==> src/rtl/fifo1_pkg.sv <==
// Shared defaults and helpers for the fifo1 single-clock FWFT FIFO.
package fifo1_pkg;
  localparam int DSIZE_DEF = 8;
  localparam int ASIZE_DEF = 4;

  function automatic int depth(input int asize);
    return 1 << asize;
  endfunction
endpackage

==> src/rtl/fifo1_mem.sv <==
// Storage array for fifo1: one synchronous write port and one combinational read port.
module fifo1_mem
  import fifo1_pkg::*;
#(
  parameter int DSIZE = DSIZE_DEF,
  parameter int ASIZE = ASIZE_DEF
) (
  input  logic             clk,
  input  logic             i_we,
  input  logic [ASIZE-1:0] i_waddr,
  input  logic [DSIZE-1:0] i_wdata,
  input  logic [ASIZE-1:0] i_raddr,
  output logic [DSIZE-1:0] o_rdata
);
  localparam int DEPTH = depth(ASIZE);

  // Contents are deliberately not reset; flags gate the visibility of stale words.
  logic [DSIZE-1:0] r_mem [DEPTH];

  always_ff @(posedge clk) begin
    if (i_we) r_mem[i_waddr] <= i_wdata;
  end

  assign o_rdata = r_mem[i_raddr];
endmodule

==> src/rtl/fifo1.sv <==
// Single-clock first-word-fall-through FIFO, DSIZE wide, 2^ASIZE deep.
// Define FIFO1_COUNT_EN to expose the occupancy output 'count'.
module fifo1
  import fifo1_pkg::*;
#(
  parameter int DSIZE = DSIZE_DEF,
  parameter int ASIZE = ASIZE_DEF
) (
  input  logic             clk,
  input  logic             rst_n,
  input  logic [DSIZE-1:0] wdata,
  input  logic             winc,
  output logic             wfull,
  input  logic             rinc,
  output logic [DSIZE-1:0] rdata,
  output logic             rempty
`ifdef FIFO1_COUNT_EN
  ,
  output logic [ASIZE:0]   count
`endif
);
  logic [ASIZE:0] r_wptr, r_rptr;
  logic           r_wfull, r_rempty;
  logic [ASIZE:0] w_wptr_nxt, w_rptr_nxt;
  logic           w_push, w_pop;
  logic           w_full_nxt, w_empty_nxt;

  assign w_push = winc & ~r_wfull;
  assign w_pop  = rinc & ~r_rempty;

  assign w_wptr_nxt = r_wptr + {{ASIZE{1'b0}}, w_push};
  assign w_rptr_nxt = r_rptr + {{ASIZE{1'b0}}, w_pop};

  // Full when pointers match in address but differ in the wrap bit.
  assign w_empty_nxt = (w_rptr_nxt == w_wptr_nxt);
  assign w_full_nxt  = (w_wptr_nxt == {~w_rptr_nxt[ASIZE], w_rptr_nxt[ASIZE-1:0]});

  always_ff @(posedge clk or negedge rst_n) begin
    if (!rst_n) begin
      r_wptr   <= '0;
      r_rptr   <= '0;
      r_rempty <= 1'b1;
      r_wfull  <= 1'b0;
    end else begin
      r_wptr   <= w_wptr_nxt;
      r_rptr   <= w_rptr_nxt;
      r_rempty <= w_empty_nxt;
      r_wfull  <= w_full_nxt;
    end
  end

  fifo1_mem #(.DSIZE(DSIZE), .ASIZE(ASIZE)) u_mem (
    .clk     (clk),
    .i_we    (w_push),
    .i_waddr (r_wptr[ASIZE-1:0]),
    .i_wdata (wdata),
    .i_raddr (r_rptr[ASIZE-1:0]),
    .o_rdata (rdata)
  );

  assign wfull  = r_wfull;
  assign rempty = r_rempty;

`ifdef FIFO1_COUNT_EN
  assign count = r_wptr - r_rptr;
`endif
endmodule

==> config.mk <==
export PLATFORM = sky130hd
export DESIGN_NAME = fifo1
export DESIGN_NICKNAME = d
export VERILOG_FILES = /design/src/rtl/fifo1_pkg.sv /design/src/rtl/fifo1_mem.sv /design/src/rtl/fifo1.sv
export SDC_FILE = /design/constraint.sdc
export NUM_CORES = 1
export LEC_CHECK = 0
export BUFFER_PORTS_ARGS = -buffer_cell sky130_fd_sc_hd__buf_2
export CORE_ASPECT_RATIO = 1.5
export CORE_UTILIZATION = 61
export CTS_BUF_LIST = sky130_fd_sc_hd__clkbuf_8 sky130_fd_sc_hd__clkbuf_16
export CTS_CLUSTER_DIAMETER = 60
export DETAILED_ROUTE_END_ITERATION = 16
export PLACE_DENSITY = 0.79
export SLEW_MARGIN = 30
export SYNTH_ARGS = -nofsm -noshare
export SYNTH_HDL_FRONTEND = slang
export SYNTH_HIERARCHICAL = 1
export SYNTH_SLANG_ARGS = --single-unit
export TNS_END_PERCENT = 100
==> constraint.sdc <==
create_clock -name clk -period 2.9 [get_ports clk]
set_input_delay 0.29 -clock clk [delete_from_list [all_inputs] [get_ports clk]]
set_output_delay 0.29 -clock clk [all_outputs]
set_load 0.01 [all_outputs]
==> metrics.sh <==
RUN_STATUS='complete, no violations'
REPORT.FINAL.HOLD_VIOL_COUNT=0
SYNTHFLOPTYPE='edfxtp_1'
SYNTH-SEQ-CELLS=140
WORST_SKEW_PAIR.LATE_LATENCY_NS=0.41
DRT_PRE_ANTENNA_ITERS=7
GRT_USE_MET1_PCT=30.46
FIN_SKEW_NS=0.007536
DP.FINAL_HPWL_MM=6.741
GRT_START_MAX_NET_PINS=33
CTS_MAX_LEVEL=4
GRT_MET3_USAGE_PCT=6.950
VIAS=2700
IR_DROP_uV=619.3
MAX_STAGE_DELAY_NS=0.59
GRT.BUSIEST_LAYER='met2'
DRC_ERRORS=0
FMAX_MHz=387.8
AREA_GROWTH_PCT=16.12
IO_PINS=22
SETUP_REPAIR_AFTER_GLOBAL_ROUTING_MISSED_ITS_MARGIN='no'
FINAL_PERIOD_MINUS_WORST_SETUP_SLACK_NS=2.579
CPLARGESTDELAYFAMILY='multiplexers'
LAYOUT_SETUP_WS_NS=0.3213
WORST-PATH-MAX-FANOUT=28
POST_DP_CELL_AREA_MM2=0.005794
SYNTH_SEQ_AREA_SHARE_PCT=75.31
FLOORPLAN.CORE_AREA_MM2=0.008776
CP_BUFS_INVS=2
ROUTED_WL_MM=10.81
LAYOUT.NETS=322
CP.REQUIRED_NS=2.61
CP-START-KIND='flip-flop'
SYNTH.YOSYS.WARNINGS=6
NUM_ROWS=42
GPL.FINAL_WEIGHTED_CONGESTION=0.7981
HOLD_PATH_DEPTH=1
FINAL_MIN_PERIOD_OVER_CLOCK_PERIOD_PCT=88.92
CTSLONGESTPATHBUFFERS=2
MAX_SLEW_MARGIN_PCT=41.34
FINALINSTANCEAREA_MM2=0.006391
SLEW_VIOL_FINAL=0
SYNTH_AREA_MM2=0.005504
CTS_ROOT_BUFFER='clkbuf_16'
POSTSYNTHNETCOUNT=275
TRITONCTS_CLOCK_TREE='built'
DIE_WIDTH_UM=79.56
POSTROUTEANTENNANETS=0
ASYNC_FLOP_SHARE_PCT=8.571
SYNTH.AVG_CELL_AREA_UM2=21.25
FP.DIEAREA_MM2=0.009415
WORST_SLEW_PIN_SLEW_NS=0.8767
IO_BUFFER_COUNT=21
WORSTSETUPPATHDEPTH=5
N_FILL_CELL=464
HOLD_PATH.CLASS='input pin to flip-flop'
SYNTH_CELL_TYPE_COUNT=27
SLOWEST_STAGE='mux4_1'
FIRST_GLOBAL_VIAS=2833
VIA_PER_INST=6.308
REG2REG_DEPTH=3
TIMING.SETUP.TNS_NS=0
WL_PER_CELL_UM=25.25
DIE_H_UM=118.3
GRT_PASS1_WL_MM=16.33
DP_WORST_SETUP_SLACK_NS=0.6449
MET2_USAGE_PCT=43.54
ARRIVAL_TIME_OF_DATA_AT_THE_CRITICAL_PATH_ENDPOINT_NS=2.29
ANTENNA-DIODE-COUNT=0
SHARE_OF_CELLS_ABOVE_DRIVE_STRENGTH_1_PCT=26.42
GRTUSAGETOTAL_PCT=25.96
SYN-INSTANCE-COUNT=259
SYNTH-EDFF-COUNT=128
DR.FIRST_ITER.DRC_COUNT=203
CRITPATHKIND='flip-flop to output pin'
SETUP_VIOL_COUNT_FINAL=0
CELL_BY_CELL_LISTING_OF_THE_CRITICAL_PATH='buf_12 -> mux4_1 -> a22oi_1 -> nand2_1 -> buf_2'
FLOORPLAN.INITIALDENSITY_PCT=62.72
MAX-CAP-VIOLATIONS=0
GLOBALROUTE.TOTALOVERFLOW=0
WORST_SETUP_HOLD_PATH_CLK_SLEW_NS=0.06
FIN_WORST_HOLD_SLACK_NS=0.2675
ANTENNA_VIOLATIONS_BEFORE_REPAIR=0
TRITONCTS_NUM_SINKS=140
POWER.DENSITY_mW_PER_MM2=1036
POWER.STATIC_LEAKAGE_nW=2.249
TRITONCTS.NUM_BUFFERS=17
WORST_SETUP_PATH_END_KIND='output pin'
==> stage by stage <==
step                      cells  total power (W)  utilization [%]
after floorplan             259         0.003985                -
after global placement      396         0.004484            66.03
after detailed placement    396         0.004538            66.03
after CTS                   428         0.006672            72.83
after global routing        428         0.006886            72.83
final                       428         0.006622            72.83
==> placed cells by master, fill, tap and decap left out, drive strengths merged <==
cell type	Yosys	routed
nor3b	1	1
dlygate4sd3	0	1
clkbuf	0	17
xnor2	2	2
bufinv	0	4
and2b	1	1
mux4	32	32
xor2	9	9
clkinv	0	7
nor2	13	13
nor3	5	5
or3b	1	1
inv	2	5
or3	1	1
nand2b	2	2
nor2b	3	3
buf	7	37
dfstp	1	1
and2	1	1
ha	4	4
dfrtp	11	11
nand3	5	5
nand2	9	9
edfxtp	128	128
nand3b	2	2
a22oi	16	16
==> worst reg2reg max path, cell delays in order (launching register included) <==
cell,delay [ns]
dfrtp_1,0.37
nor2b_1,0.30
or3b_2,0.53
nor2_1,0.69
==> power breakdown <==
group / switching (W) / internal, W
Sequential: 0.000175 / 0.00250
Clock: 0.000721 / 0.00140
Combinational: 0.000992 / 0.000832
==> worst paths after layout <==
kind	start	to	slack [ns]
worst min register to register	r_wptr[4]$_DFF_PN0_	r_wptr[4]$_DFF_PN0_	0.51
worst min-delay path	wdata[0]	u_mem/r_mem[4][0]$_DFFE_PP_	0.27
min in group asynchronous	rst_n	r_rptr[3]$_DFF_PN0_	0.29
worst max-delay path	r_rptr[0]$_DFF_PN0_	rdata[5]	0.32
worst max register to register	wfull$_DFF_PN0_	u_mem/r_mem[2][3]$_DFFE_PP_	0.63
max in group asynchronous	rst_n	rempty$_DFF_PN1_	2.34
==> state kept, by name (all words and copies together) (netlist names) <==
register     cells
r_wptr           5
r_rptr           5
u_mem/r_mem    128
rempty           1
wfull            1
==> layout make-up <==
cell class / count / area (um2) / area share [%]
flip-flops and latches: 140 / 4146 / 64.88
clock inverters: 14 / 161.4 / 2.525
repair buffers: 38 / 247.7 / 3.876
multi-input cells: 107 / 1265 / 19.79
clock buffers: 17 / 425.4 / 6.656
well taps: 110 / 137.6 / 2.153
inverters: 2 / 7.507 / 0.1175
==> cells in the mapped netlist (all sizes together), types with 2 or more instances <==
library cell	count	area (um2)
nand3b	2	15.01
dfrtp	11	275.3
nand2	9	33.78
xnor2	2	17.52
inv	2	7.510
nor3	5	30.03
mux4	32	773.2
edfxtp	128	3844
a22oi	16	120.1
nand3	5	25.02
ha	4	50.05
nor2	13	48.80
nor2b	3	18.77
clkdlybuf4s25	3	30.03
nand2b	2	12.51
buf	7	56.30
xor2	9	78.83
==> what timing repair did <==
item | CTS | global route
buffers inserted | 0 | 0
hold endpoints to repair | 11 | 0
hold buffers | 1 | 0
gates resized for setup | 0 | 0
==> per-layer routing <==
metal,vias to the layer above,part of all wire [%]
li1,1170,-
met1,1379,37
met2,124,55
met3,27,4.8
met4,0,3.5
met5,-,0
==> cells by family (layout without fill, tap and decap cells) <==
family          Yosys count  after routing  share of synthesized area, %
compound gates           16             16                         2.182
simple gates             44             44                         4.092
buf+inv                  12             71                         1.705
mux                      32             32                         14.05
fa+ha+maj                 4              4                        0.9093
flops                   140            140                         75.31
xor+xnor                 11             11                         1.751
Power figures use the tool's default switching activity.
